[config.mk]
export PLATFORM = sky130hd
export DESIGN_NAME = systolic_seq_ctrl
export DESIGN_NICKNAME = d
export VERILOG_FILES = /design/src/rtl/systolic_seq_ctrl.sv
export SDC_FILE = /design/constraint.sdc
export NUM_CORES = 1
export LEC_CHECK = 0
export CAP_MARGIN = 40
export CELL_PAD_IN_SITES_DETAIL_PLACEMENT = 0
export CELL_PAD_IN_SITES_GLOBAL_PLACEMENT = 2
export CORE_MARGIN = 10
export CORE_UTILIZATION = 22
export DETAILED_ROUTE_END_ITERATION = 6
export GPL_TIMING_DRIVEN = 0
export PLACE_DENSITY_LB_ADDON = 0.1
export REMOVE_ABC_BUFFERS = 1
export SYNTH_ARGS = -nofsm -noshare
export SYNTH_HDL_FRONTEND = slang
export SYNTH_SLANG_ARGS = --single-unit
[constraint.sdc]
create_clock -name clk -period 2 [get_ports clk]
set_clock_uncertainty 0.1 [all_clocks]
set_input_delay 0.4 -clock clk [delete_from_list [all_inputs] [get_ports clk]]
set_output_delay 0.4 -clock clk [all_outputs]
set_load 0.005 [all_outputs]
[src/rtl/systolic_seq_ctrl.sv]
// Run sequencer for the systolic array: weight load, activation feed, pipeline drain, done handshake.
// Optional macro WEIGHT_REUSE_EN keeps a weights-valid flag so a run can skip the weight load.
module systolic_seq_ctrl #(
   parameter int ARRAY_N = 8,
   parameter int NUM_VEC = 8,
   parameter int CNT_W   = 5
) (
   input  logic             clk,
   input  logic             rstn,
   input  logic             start,
   input  logic             abort,
   input  logic             reuse_w,
   output logic             busy,
   output logic             done,
   output logic             w_load_en,
   output logic [CNT_W-1:0] w_row_idx,
   output logic             feed_en,
   output logic [CNT_W-1:0] feed_idx,
   output logic             acc_en,
   output logic [CNT_W-1:0] phase_cnt
);

   typedef enum logic [2:0] {IDLE, LOAD_W, FEED, DRAIN, DONE} state_t;

   localparam bit               HAS_DRAIN  = (ARRAY_N > 1);
   localparam logic [CNT_W-1:0] LOAD_LAST  = CNT_W'(ARRAY_N - 1);
   localparam logic [CNT_W-1:0] FEED_LAST  = CNT_W'(NUM_VEC - 1);
   localparam logic [CNT_W-1:0] DRAIN_LAST = CNT_W'((ARRAY_N > 1) ? 2*ARRAY_N - 3 : 0);

   state_t           state, state_nxt;
   logic [CNT_W-1:0] cnt, cnt_nxt;
   logic             reuse_ok;

`ifdef WEIGHT_REUSE_EN
   logic wvalid;

   // Valid only once a full load completes; a load cut short by abort leaves the array suspect.
   always_ff @(posedge clk or negedge rstn) begin
      if (!rstn) begin
         wvalid <= 1'b0;
      end else if (state == LOAD_W) begin
         if (abort)
            wvalid <= 1'b0;
         else if (cnt == LOAD_LAST)
            wvalid <= 1'b1;
      end
   end

   assign reuse_ok = reuse_w & wvalid;
`else
   logic unused_reuse;
   assign unused_reuse = reuse_w;
   assign reuse_ok     = 1'b0;
`endif

   always_ff @(posedge clk or negedge rstn) begin
      if (!rstn) begin
         state <= IDLE;
         cnt   <= '0;
      end else begin
         state <= state_nxt;
         cnt   <= cnt_nxt;
      end
   end

   always_comb begin
      state_nxt = state;
      cnt_nxt   = '0;
      done      = 1'b0;
      w_load_en = 1'b0;
      w_row_idx = '0;
      feed_en   = 1'b0;
      feed_idx  = '0;
      acc_en    = 1'b0;
      case (state)
         IDLE: begin
            if (start && !abort)
               state_nxt = reuse_ok ? FEED : LOAD_W;
         end
         LOAD_W: begin
            w_load_en = 1'b1;
            w_row_idx = cnt;
            if (abort)
               state_nxt = IDLE;
            else if (cnt == LOAD_LAST)
               state_nxt = FEED;
            else
               cnt_nxt = cnt + CNT_W'(1);
         end
         FEED: begin
            feed_en  = 1'b1;
            acc_en   = 1'b1;
            feed_idx = cnt;
            if (abort)
               state_nxt = IDLE;
            else if (cnt == FEED_LAST)
               state_nxt = HAS_DRAIN ? DRAIN : DONE;
            else
               cnt_nxt = cnt + CNT_W'(1);
         end
         DRAIN: begin
            acc_en = 1'b1;
            if (abort)
               state_nxt = IDLE;
            else if (cnt == DRAIN_LAST)
               state_nxt = DONE;
            else
               cnt_nxt = cnt + CNT_W'(1);
         end
         DONE: begin
            done      = 1'b1;
            state_nxt = IDLE;
         end
         default: state_nxt = IDLE;
      endcase
   end

   assign busy      = (state != IDLE);
   assign phase_cnt = cnt;

endmodule

==> impl_metrics.ini <==
[route]
vias = 511
detail_route_antenna_nets = 0
avgRoutedWirePerCell_um = 14.2
drt_iter0_markers = 8
drc = 0
number_of_vias_per_cell_after_detailed_routing = 4.48
dr.pass1.iters = 2
routed_wl_um = 1610

[setup_path]
cp.required_ps = 1500
crit_path_max_fanout = 3
slowest_stage = dfrtp_2
worstPathCellList = buf_4 -> or3_1 -> dlygate4sd2_1
critical_path.max_stage_delay_ps = 410
kind_of_capture_point_of_the_worst_setup_path = output port
arrival_ps = 1410
timing.critical_path.from_type = register
setup.worst_path.class = reg -> out

[clock_tree]
max-clock-path-buffers = 2
path_clk_slew_ps = 50
cts_htree_levels = 1
clock_latency_ps = 250
cts-hold-fix-buffers = 0
cts-root-buf = clkbuf_4
cts_buffers = 3
cts.sinks = 8
cts_tree = yes

[final_layout]
layout-drive-gt1-share_pct = 33.7
layout-area-overhead-vs-synth_pct = 57.0
final_core_utilization_pct = 37.4
post_layout_nonfiller_instances = 114
filler_cell_count = 247
final_area_um2 = 851
antenna_cells_inserted = 0
nets = 95

[sta]
final_number_of_setup_violating_endpoints = 0
worst_slew_margin_rel_pct = 75.1
finalCriticalPeriod_ps = 1910
timing_worst_slew_pin_value_ps = 373
min_period_over_period_pct = 95.7
final-max-slew-violation-count = 0
unrepaired_setup_endpoints_after_global_routing = false
fmax_ghz = 0.522
number_of_hold_violations_in_the_final_report = 0

[floorplanning]
io_pins = 25
dieArea_um2 = 4850
core_area_um2 = 2280
die_height_um = 69.6
initial_core_util_pct = 23.8
row_count = 17
fp.dieW_um = 69.6

[power_and_ir_drop]
power-per-cell-area_nw_per_um2 = 405
totalPowerFinal_uw = 345
vdd_ir_drop_max_mv = 0.237
power.static_leakage_uw = 0.000396

[global_routing]
global_route_wire_length_before_repair_um = 2690
grt_util_all_layers_pct = 6.66
largest_net_degree_at_the_start_of_global_routing = 10
first_global_vias = 527
initial_antenna_violation_count = 0
grt_overflow = 0

[yosys]
yosysUniqueCellTypes = 24
ys_seq_elements = 8
number_of_warnings_reported_in_the_yosys_synthesis_log = 0
synth.top_cell.area_share_pct = 37.0
synthTopCellsByCount = 11 x and2_1, 8 x dfrtp_1, 4 x a211oi_1, 4 x and2b_1
synth.cell_area_um2 = 542
synth_top_cells_by_area = dfrtp_1 37%, and2_1 13%, a211oi_1 5.5%
synth_top_area_cell = dfrtp_1
synthesis.instances = 55
synth-seq-area-share_pct = 37.0
most_repeated_cell_in_the_gate_level_netlist_after_synthesis = and2_1
avgSynthCellArea_um2 = 9.85
ys_dominant_reg_cell = dfrtp_1
count_of_flip_flops_with_a_built_in_enable_after_synthesis = 0
synth-async-reset-ratio_pct = 100

[placed_design]
dpl_cell_area_um2 = 803
io_buf_count = 23
dp.cells = 105
post-dp-hpwl_um = 1250
place_congestion = 0.642

[outcome]
outcome = completed

[job]
maxCapViolCount = 0

[hold_path]
min-delay-path-class = in -> async
worst paths after layout:
kind | from | to | slack [ps] | cells past startpoint
min reg2reg | phase_cnt[0] | phase_cnt[0] | 470 | 1
max | state[0] | busy | 90 | 3
max in group asynchronous | rstn | state[0] | 1180 | 1
max reg2reg | phase_cnt[0] | phase_cnt[0] | 460 | 4
min | rstn | state[2] | 330 | 1
min in group clk | phase_cnt[0] | phase_cnt[0] | 470 | 1
cell usage in the layout, fill, tap and decap left out, types with 2 or more instances in the layout:
cell | synthesis | routed
dlygate4sd2_1 | 0 | 4
and2b_2 | 0 | 3
a21oi_1 | 3 | 3
buf_2 | 0 | 3
clkdlybuf4s50_1 | 0 | 9
clkbuf_2 | 0 | 5
xor2_1 | 2 | 2
ha_1 | 2 | 2
and2_1 | 11 | 11
clkdlybuf4s15_1 | 0 | 2
nand3_1 | 2 | 2
clkbuf_4 | 0 | 3
nand2_1 | 3 | 3
a211oi_1 | 4 | 4
buf_4 | 0 | 5
dfrtp_1 | 8 | 6
dfrtp_2 | 0 | 2
layer usage:
| metal | GRT usage (%) | share of wire [%] |
|---|---|---|
| met2 | 10.1 | 42 |
| met3 | 2.71 | 6.5 |
| met5 | 0 | 0 |
| met4 | 3.91 | 1.9 |
| met1 | 7.65 | 49 |
flip-flops by register name, indices dropped and copies added, names as in the netlist:
signal     count
phase_cnt      5
state          3
critical path: cells and delay by family, from the launching register on:
family                 cells  cell delay (ps)
DFF                        1              410
buffers and inverters      2              400
and+or+nand+nor            1              350
cells by family (layout without fill, tap and decap cells):
kind of cell,Yosys count,after routing,synth area share (%)
AO/OA/AOI/OAI,9,9,12.9
XOR/XNOR,3,3,4.85
flip-flops,8,8,37.0
buffers and inverters,2,33,1.38
adder cells (fa/ha/maj),2,2,4.62
AND/OR/NAND/NOR,31,31,39.3
what timing repair did:
action / in CTS / in global routing
cloned: 0 / 0
endpoints found under the setup margin: 14 / 10
pin swaps: 0 / 0
buffers inserted: 6 / 0
gates resized for setup: 36 / 9
power breakdown:
part	internal [uW]	leakage [uW]	switching, uW
combinational	28.0	0.000275	24.6
clock	68.6	0.0000138	53.8
sequential	166	0.000107	4.28
total	262	0.000396	82.6
final cells by class:
| type | count | area, um2 | share of cell area, % |
|---|---|---|---|
| multi-input cells | 45 | 353 | 41.5 |
| repair buffers | 29 | 234 | 27.5 |
| flip-flops and latches | 8 | 203 | 23.8 |
| well taps | 28 | 35.0 | 4.12 |
| clock buffers | 3 | 22.5 | 2.65 |
| inverters | 1 | 3.75 | 0.441 |
through the flow:
step	setup slack [ps]	hold WS (ps)	setup TNS (ps)
2_1_floorplan	518	4.41	0
3_3_place_gp	-121	468	-827
3_5_place_dp	-118	479	-788
4_1_cts	28.7	339	0
5_1_grt	10.5	335	0
6_report	85.0	329	0
Power figures use the tool's default switching activity.
